$ cat src/rtl/formula_arbiter.sv
// -----------------------------------------------------------------------------
// formula_arbiter
//   Shares one pipelined formula unit among NREQ requesters. A round-robin
//   arbiter picks at most one requester per cycle, its operands are registered
//   and sent to the formula unit, and a tag pipe that runs alongside the unit
//   labels each returning result with its requester id. Tagged results go into
//   a show-ahead result FIFO. A credit counter limits how much work can be in
//   flight, so every returning result is guaranteed a free FIFO slot.
//
// Ports
//   clk, rstn              clock, synchronous active-low reset
//   req_valid/req_ready    per-requester handshake (req_ready is one-hot or 0)
//   req_a/b/c/d            packed operands, requester i at [i*N +: N]
//   f_valid, f_a..f_d      issue strobe and operands to the formula unit
//   f_o_valid, f_q         result strobe and value from the formula unit
//   rsp_valid/rsp_ready    result handshake; rsp_id/rsp_q show the FIFO head
//   busy                   work in flight or results buffered
//   err                    sticky tag/result misalignment flag
// -----------------------------------------------------------------------------
module formula_arbiter #(
    parameter int N          = 8,
    parameter int NREQ       = 4,
    parameter int LAT        = 5,
    parameter int FIFO_DEPTH = 8
) (
    input  logic                      clk,
    input  logic                      rstn,
    input  logic [NREQ-1:0]           req_valid,
    output logic [NREQ-1:0]           req_ready,
    input  logic [NREQ*N-1:0]         req_a,
    input  logic [NREQ*N-1:0]         req_b,
    input  logic [NREQ*N-1:0]         req_c,
    input  logic [NREQ*N-1:0]         req_d,
    output logic                      f_valid,
    output logic [N-1:0]              f_a,
    output logic [N-1:0]              f_b,
    output logic [N-1:0]              f_c,
    output logic [N-1:0]              f_d,
    input  logic                      f_o_valid,
    input  logic [N-1:0]              f_q,
    output logic                      rsp_valid,
    input  logic                      rsp_ready,
    output logic [$clog2(NREQ)-1:0]   rsp_id,
    output logic [N-1:0]              rsp_q,
    output logic                      busy,
    output logic                      err
);

    localparam int IDW = $clog2(NREQ);
    localparam int AW  = $clog2(FIFO_DEPTH);
    localparam int CW  = $clog2(FIFO_DEPTH + 1);

    logic [IDW-1:0]     ptr_reg;
    logic [CW-1:0]      credits_reg;
    logic [IDW-1:0]     grant_id;
    logic               grant_found;
    logic               issue;
    logic [N-1:0]       sel_a, sel_b, sel_c, sel_d;

    logic               f_valid_reg;
    logic [N-1:0]       f_a_reg, f_b_reg, f_c_reg, f_d_reg;
    logic [IDW-1:0]     tag_reg;

    logic               tag_v_reg  [LAT];
    logic [IDW-1:0]     tag_id_reg [LAT];
    logic               tag_any;
    logic               err_reg;

    logic [IDW+N-1:0]   mem [FIFO_DEPTH];
    logic [AW-1:0]      wr_ptr_reg;
    logic [AW-1:0]      rd_ptr_reg;
    logic [CW-1:0]      count_reg;
    logic               push;
    logic               pop;

    // ---------------- round-robin arbitration ----------------
    always_comb begin
        logic [IDW:0]   sum;
        logic [IDW-1:0] idx;
        grant_found = 1'b0;
        grant_id    = '0;
        sum         = '0;
        idx         = '0;
        for (int k = 0; k < NREQ; k++) begin
            sum = {1'b0, ptr_reg} + (IDW+1)'(k);
            if (sum >= (IDW+1)'(NREQ)) begin
                sum = sum - (IDW+1)'(NREQ);
            end
            idx = sum[IDW-1:0];
            if (!grant_found && req_valid[idx]) begin
                grant_found = 1'b1;
                grant_id    = idx;
            end
        end
    end

    // No grant without a credit; rstn gating keeps req_ready low during reset.
    assign issue = rstn && (credits_reg != '0) && grant_found;

    generate
        for (genvar gi = 0; gi < NREQ; gi++) begin : g_ready
            assign req_ready[gi] = issue && (grant_id == IDW'(gi));
        end
    endgenerate

    always_comb begin
        sel_a = '0;
        sel_b = '0;
        sel_c = '0;
        sel_d = '0;
        for (int k = 0; k < NREQ; k++) begin
            if (grant_id == IDW'(k)) begin
                sel_a = req_a[k*N +: N];
                sel_b = req_b[k*N +: N];
                sel_c = req_c[k*N +: N];
                sel_d = req_d[k*N +: N];
            end
        end
    end

    // ---------------- pointer, issue register ----------------
    always_ff @(posedge clk) begin
        if (!rstn) begin
            ptr_reg     <= '0;
            f_valid_reg <= 1'b0;
            f_a_reg     <= '0;
            f_b_reg     <= '0;
            f_c_reg     <= '0;
            f_d_reg     <= '0;
            tag_reg     <= '0;
        end else begin
            f_valid_reg <= issue;
            if (issue) begin
                ptr_reg <= (grant_id == IDW'(NREQ-1)) ? '0 : grant_id + IDW'(1);
                f_a_reg <= sel_a;
                f_b_reg <= sel_b;
                f_c_reg <= sel_c;
                f_d_reg <= sel_d;
                tag_reg <= grant_id;
            end
        end
    end

    assign f_valid = f_valid_reg;
    assign f_a     = f_a_reg;
    assign f_b     = f_b_reg;
    assign f_c     = f_c_reg;
    assign f_d     = f_d_reg;

    // ---------------- tag pipe (mirrors formula latency) ----------------
    always_ff @(posedge clk) begin
        if (!rstn) begin
            for (int k = 0; k < LAT; k++) begin
                tag_v_reg[k]  <= 1'b0;
                tag_id_reg[k] <= '0;
            end
        end else begin
            tag_v_reg[0]  <= f_valid_reg;
            tag_id_reg[0] <= tag_reg;
            for (int k = 1; k < LAT; k++) begin
                tag_v_reg[k]  <= tag_v_reg[k-1];
                tag_id_reg[k] <= tag_id_reg[k-1];
            end
        end
    end

    always_comb begin
        tag_any = 1'b0;
        for (int k = 0; k < LAT; k++) begin
            tag_any = tag_any | tag_v_reg[k];
        end
    end

    always_ff @(posedge clk) begin
        if (!rstn) begin
            err_reg <= 1'b0;
        end else if (tag_v_reg[LAT-1] != f_o_valid) begin
            err_reg <= 1'b1;
        end
    end

    assign err = err_reg;

    // ---------------- result FIFO (show-ahead, asynchronous head read) -------
    // The head must be visible the cycle after the write, so the storage is
    // read combinationally; at this depth it maps to distributed RAM.
    assign pop  = rsp_valid && rsp_ready;
    // Credits make overflow impossible in normal operation; the guard only
    // protects FIFO state when a stray f_o_valid arrives (err case).
    assign push = f_o_valid && ((count_reg != CW'(FIFO_DEPTH)) || pop);

    always_ff @(posedge clk) begin
        if (push) begin
            mem[wr_ptr_reg] <= {tag_id_reg[LAT-1], f_q};
        end
    end

    always_ff @(posedge clk) begin
        if (!rstn) begin
            wr_ptr_reg <= '0;
            rd_ptr_reg <= '0;
            count_reg  <= '0;
        end else begin
            if (push) begin
                wr_ptr_reg <= wr_ptr_reg + AW'(1);
            end
            if (pop) begin
                rd_ptr_reg <= rd_ptr_reg + AW'(1);
            end
            case ({push, pop})
                2'b10:   count_reg <= count_reg + CW'(1);
                2'b01:   count_reg <= count_reg - CW'(1);
                default: count_reg <= count_reg;
            endcase
        end
    end

    assign rsp_valid       = (count_reg != '0);
    assign {rsp_id, rsp_q} = mem[rd_ptr_reg];

    // ---------------- credits ----------------
    always_ff @(posedge clk) begin
        if (!rstn) begin
            credits_reg <= CW'(FIFO_DEPTH);
        end else begin
            case ({issue, pop})
                2'b10:   credits_reg <= credits_reg - CW'(1);
                2'b01:   credits_reg <= credits_reg + CW'(1);
                default: credits_reg <= credits_reg;
            endcase
        end
    end

    assign busy = tag_any | f_valid_reg | rsp_valid;

endmodule

$ cat config.mk
export PLATFORM = sky130hd
export DESIGN_NAME = formula_arbiter
export DESIGN_NICKNAME = d
export VERILOG_FILES = /design/src/rtl/formula_arbiter.sv
export SDC_FILE = /design/constraint.sdc
export NUM_CORES = 1
export LEC_CHECK = 0
export ABC_AREA = 1
export BUFFER_PORTS_ARGS = -buffer_cell sky130_fd_sc_hd__buf_2
export CAP_MARGIN = 20
export CORE_ASPECT_RATIO = 0.8
export CORE_MARGIN = 1
export CORE_UTILIZATION = 40
export CTS_CLUSTER_SIZE = 12
export DETAILED_ROUTE_END_ITERATION = 8
export PLACE_DENSITY_LB_ADDON = 0.2
export SYNTH_ARGS = -nofsm -noshare
export SYNTH_HDL_FRONTEND = slang
export SYNTH_SLANG_ARGS = --single-unit
$ cat constraint.sdc
create_clock -name clk -period 3.5 [get_ports clk]
set_input_delay 0.35 -clock clk [delete_from_list [all_inputs] [get_ports clk]]
set_output_delay 0.35 -clock clk [all_outputs]
set_load 0.03 [all_outputs]
==> impl_results.md <==
* Crit path time final at 3.12 ns
* Root buffer cell: clkbuf_16
* Multi-input gate area at about 2800 um2
* Clk_skew at 0.00735 ns
* Register area at 3800 um2
* Vias in the first global route at 5773
* DRT antenna net count at 0
* Die area at 18000 um2
* GRT Residual Overflow at 0
* Final setup vio count at 0
* CP Class: reg -> out
* Max-slew headroom at about half
* Crit path max fanout at 33
* Sw Share at 44.0%
* Die Wd at 150 um
* Hold Violations, Final at 0
* Power per cell area at 975 nW/um2
* CORE AREA at 16800 um2
* Max reg flops at 80
* Sequential element share of the synthesized area at 54.4%
* R2r endpoint: f_d[1]
* WL final at 19200 um
* Layout overhead on the synthesized area at 25.8%
* I/O Pins at between 150 and 200
* Initial antenna violation count at 0
* GP Congestion at 0.836
* Vias/cell at ~5
* HPWL after detailed placement at 13300 um
* Fmax at 321 MHz
* Clock power frac at 22.9%
* Syn Nets at roughly 1000
* Die Ht at approximately 120 um
* Hold_buf cts at 0
* Crit path capture type: primary output
* Critical Path Start Type: flop
* Filler instances at 1614
* Yosys top cell area share at between 30% and 40%
* Max-cap viol count at 0
* R2R Path Start: ptr_reg[0]
* Number of port buffers at 193
* CP arrival at 2.77 ns
* Hold crit path type: in -> reg
* Total CTS buffers at 17
* Cell accounting for the most synthesized area: edfxtp_1
* TritonCTS clock tree: built
* Max Root-Sink Buffers at 2
* Detailed-route via count at 6206
* CTS clk-pin slew, worst paths at 0.06 ns
* LEAKAGE at between 4 and 5 nW
* Sw Pwr at ~0.0038 W
* RSZ-0062 raised after global routing: no
* Slew Limit Fails at 0
* DR DRC count at 0
* Nets at 1189
* Critical Path RT at 3.15 ns
* First-pass GRT wire length at 30200 um
* Slew @ Worst Pin at 0.737 ns
* Seq pwr share at 26.5%
* Avg Inst Size Synth at ~8.2 um2
* TNS Setup at 0 ns
* Combinational share of power at between 50% and 60%
* Synth top area cells: edfxtp_1 (34%), dfxtp_1 (20%), nand2_1 (13%)
* Fin crit share at 89.0%
* 1st-pass router iterations at 5
* Netlist cell types at 32
* Worst hold endpoint: mem[7][7]
* Worst-Skew Late Latency at 0.42 ns
* WHS Path Cells at 1
* Site row count at 42
* Total GRT Usage at 22.1%
* Worst vdd ir at 0.654 mV
* Cells after DPL at 1233
* H-Tree Depth at 4
* Non-Filler Instances at around 1300
* Initial Utilization at 41.6%
* Cells on worst reg2reg path at 18
* Status: finished clean
* Synthesized area at 7000 um2
* Wirelength per Cell at 15.1 um
* Worst hold slack at roughly 0.20 ns
* Critical hold path startpoint: f_q[7]
* Starting DRT DRC Count at 353
* Number of diodes at 0
* Fraction of layout cells with a size suffix above 1 at 24.5%
* Largest net degree at the start of global routing at 61
* Flop2flop setup slack at 0.73 ns
* Syn. warnings at 0
* Post-CTS Setup Bufs at 0
* Synthesized flop and latch total at 150
* Clock sink count at 150
* Synthesized instance count at approximately 850
* P_int at roughly 0.0048 W
critical path: stages, from the launching register on:
cell and delay, ns:
dfxtp_2 0.45, inv_2 0.13, nand2_1 0.10, nand2_1 0.06, o21ai_2 0.15, inv_1 0.10
nand3_2 0.12, nand3_1 0.14, inv_1 0.12, ha_1 0.20, buf_4 0.37, inv_1 0.08
nor2_1 0.10, buf_2 0.20
cell usage after synthesis, drive strengths merged:
cell type,n
o22ai,10
nand4,2
nor2,100
fa,2
a31oi,11
a21oi,45
inv,55
nand3,46
xor2,2
xnor2,1
and3,1
clkbuf,39
o21ai,119
nand2,238
nor4,2
buf,11
edfxtp,80
a21o,2
dfxtp,70
ha,11
nand3b,2
placed cells by master, fill, tap and decap left out, types with 11 or more instances in the layout:
cell type,netlist,layout
buf_4,4,21
nor2_1,99,98
clkbuf_16,0,17
a31oi_1,11,11
inv_1,52,52
edfxtp_1,80,80
dfxtp_1,70,69
nand2_1,235,235
nand3_1,45,45
o21ai_0,112,112
a21oi_1,44,44
buf_2,3,193
worst max-delay path by stage:
stage | from | to | slack (ns) | depth (start not counted)
5_1_grt | ptr_reg[0] | req_ready[1] | 0.16 | 15
4_1_cts | ptr_reg[0] | req_ready[1] | 0.21 | 13
2_1_floorplan | ptr_reg[0] | req_ready[3] | 0.85 | 14
3_5_place_dp | ptr_reg[0] | f_d[1] | 0.60 | 18
3_3_place_gp | ptr_reg[0] | f_d[1] | 0.62 | 18
6_report | ptr_reg[0] | req_ready[1] | 0.38 | 13
per-layer routing:
metal / up-vias / routed length [um] / global-route usage, %
met5: - / 0 / 0
met4: 0 / 130 / 5.24
met3: 9 / 1390 / 6.11
met2: 199 / 8920 / 35.4
met1: 2803 / 8730 / 29.6
li1: 3195 / - / -
through the flow:
step / setup WS (ns) / utilization (%) / power (W) / instance area [um2]
2_1_floorplan: 0.846 / - / 0.00555 / 7000
3_3_place_gp: 0.620 / 48.6 / 0.00665 / 8170
3_5_place_dp: 0.596 / 48.6 / 0.00666 / 8170
4_1_cts: 0.214 / 52.4 / 0.00865 / 8800
5_1_grt: 0.157 / 52.4 / 0.00934 / 8800
6_report: 0.385 / 52.4 / 0.00859 / 8800
power by group through the flow:
stage               combinational [W]  sequential (W)  clock, W
global route                  0.00493         0.00231   0.00209
floorplan                     0.00301         0.00254         0
detailed placement            0.00435         0.00231         0
global placement              0.00435         0.00231         0
finish                        0.00434         0.00228   0.00197
CTS                           0.00436         0.00228   0.00201
area by class of cell:
| type | count | area share [%] |
|---|---|---|
| clock buffers | 20 | 4.96 |
| inverters | 55 | 2.37 |
| clock inverters | 12 | 2.29 |
| flip-flops and latches | 150 | 43.2 |
| multi-input cells | 594 | 31.3 |
| well taps | 220 | 3.13 |
| repair buffers | 214 | 12.8 |
what timing repair did:
item                                    in CTS  in global routing
hold endpoints to repair                     0                  0
gates resized for setup                      0                  1
endpoints found under the setup margin       0                  1
logic make-up (layout without fill, tap and decap cells):
logic type,after synthesis,after routing,synth area share [%]
AOI/OAI and AO/OA,187,187,13.9
xor gates and xnor gates,3,3,0.376
adders and majority gates,13,13,2.54
buffers and inverters,105,301,6.37
DFF,150,150,54.4
and+or+nand+nor,391,391,22.4
Power figures use the tool's default switching activity.
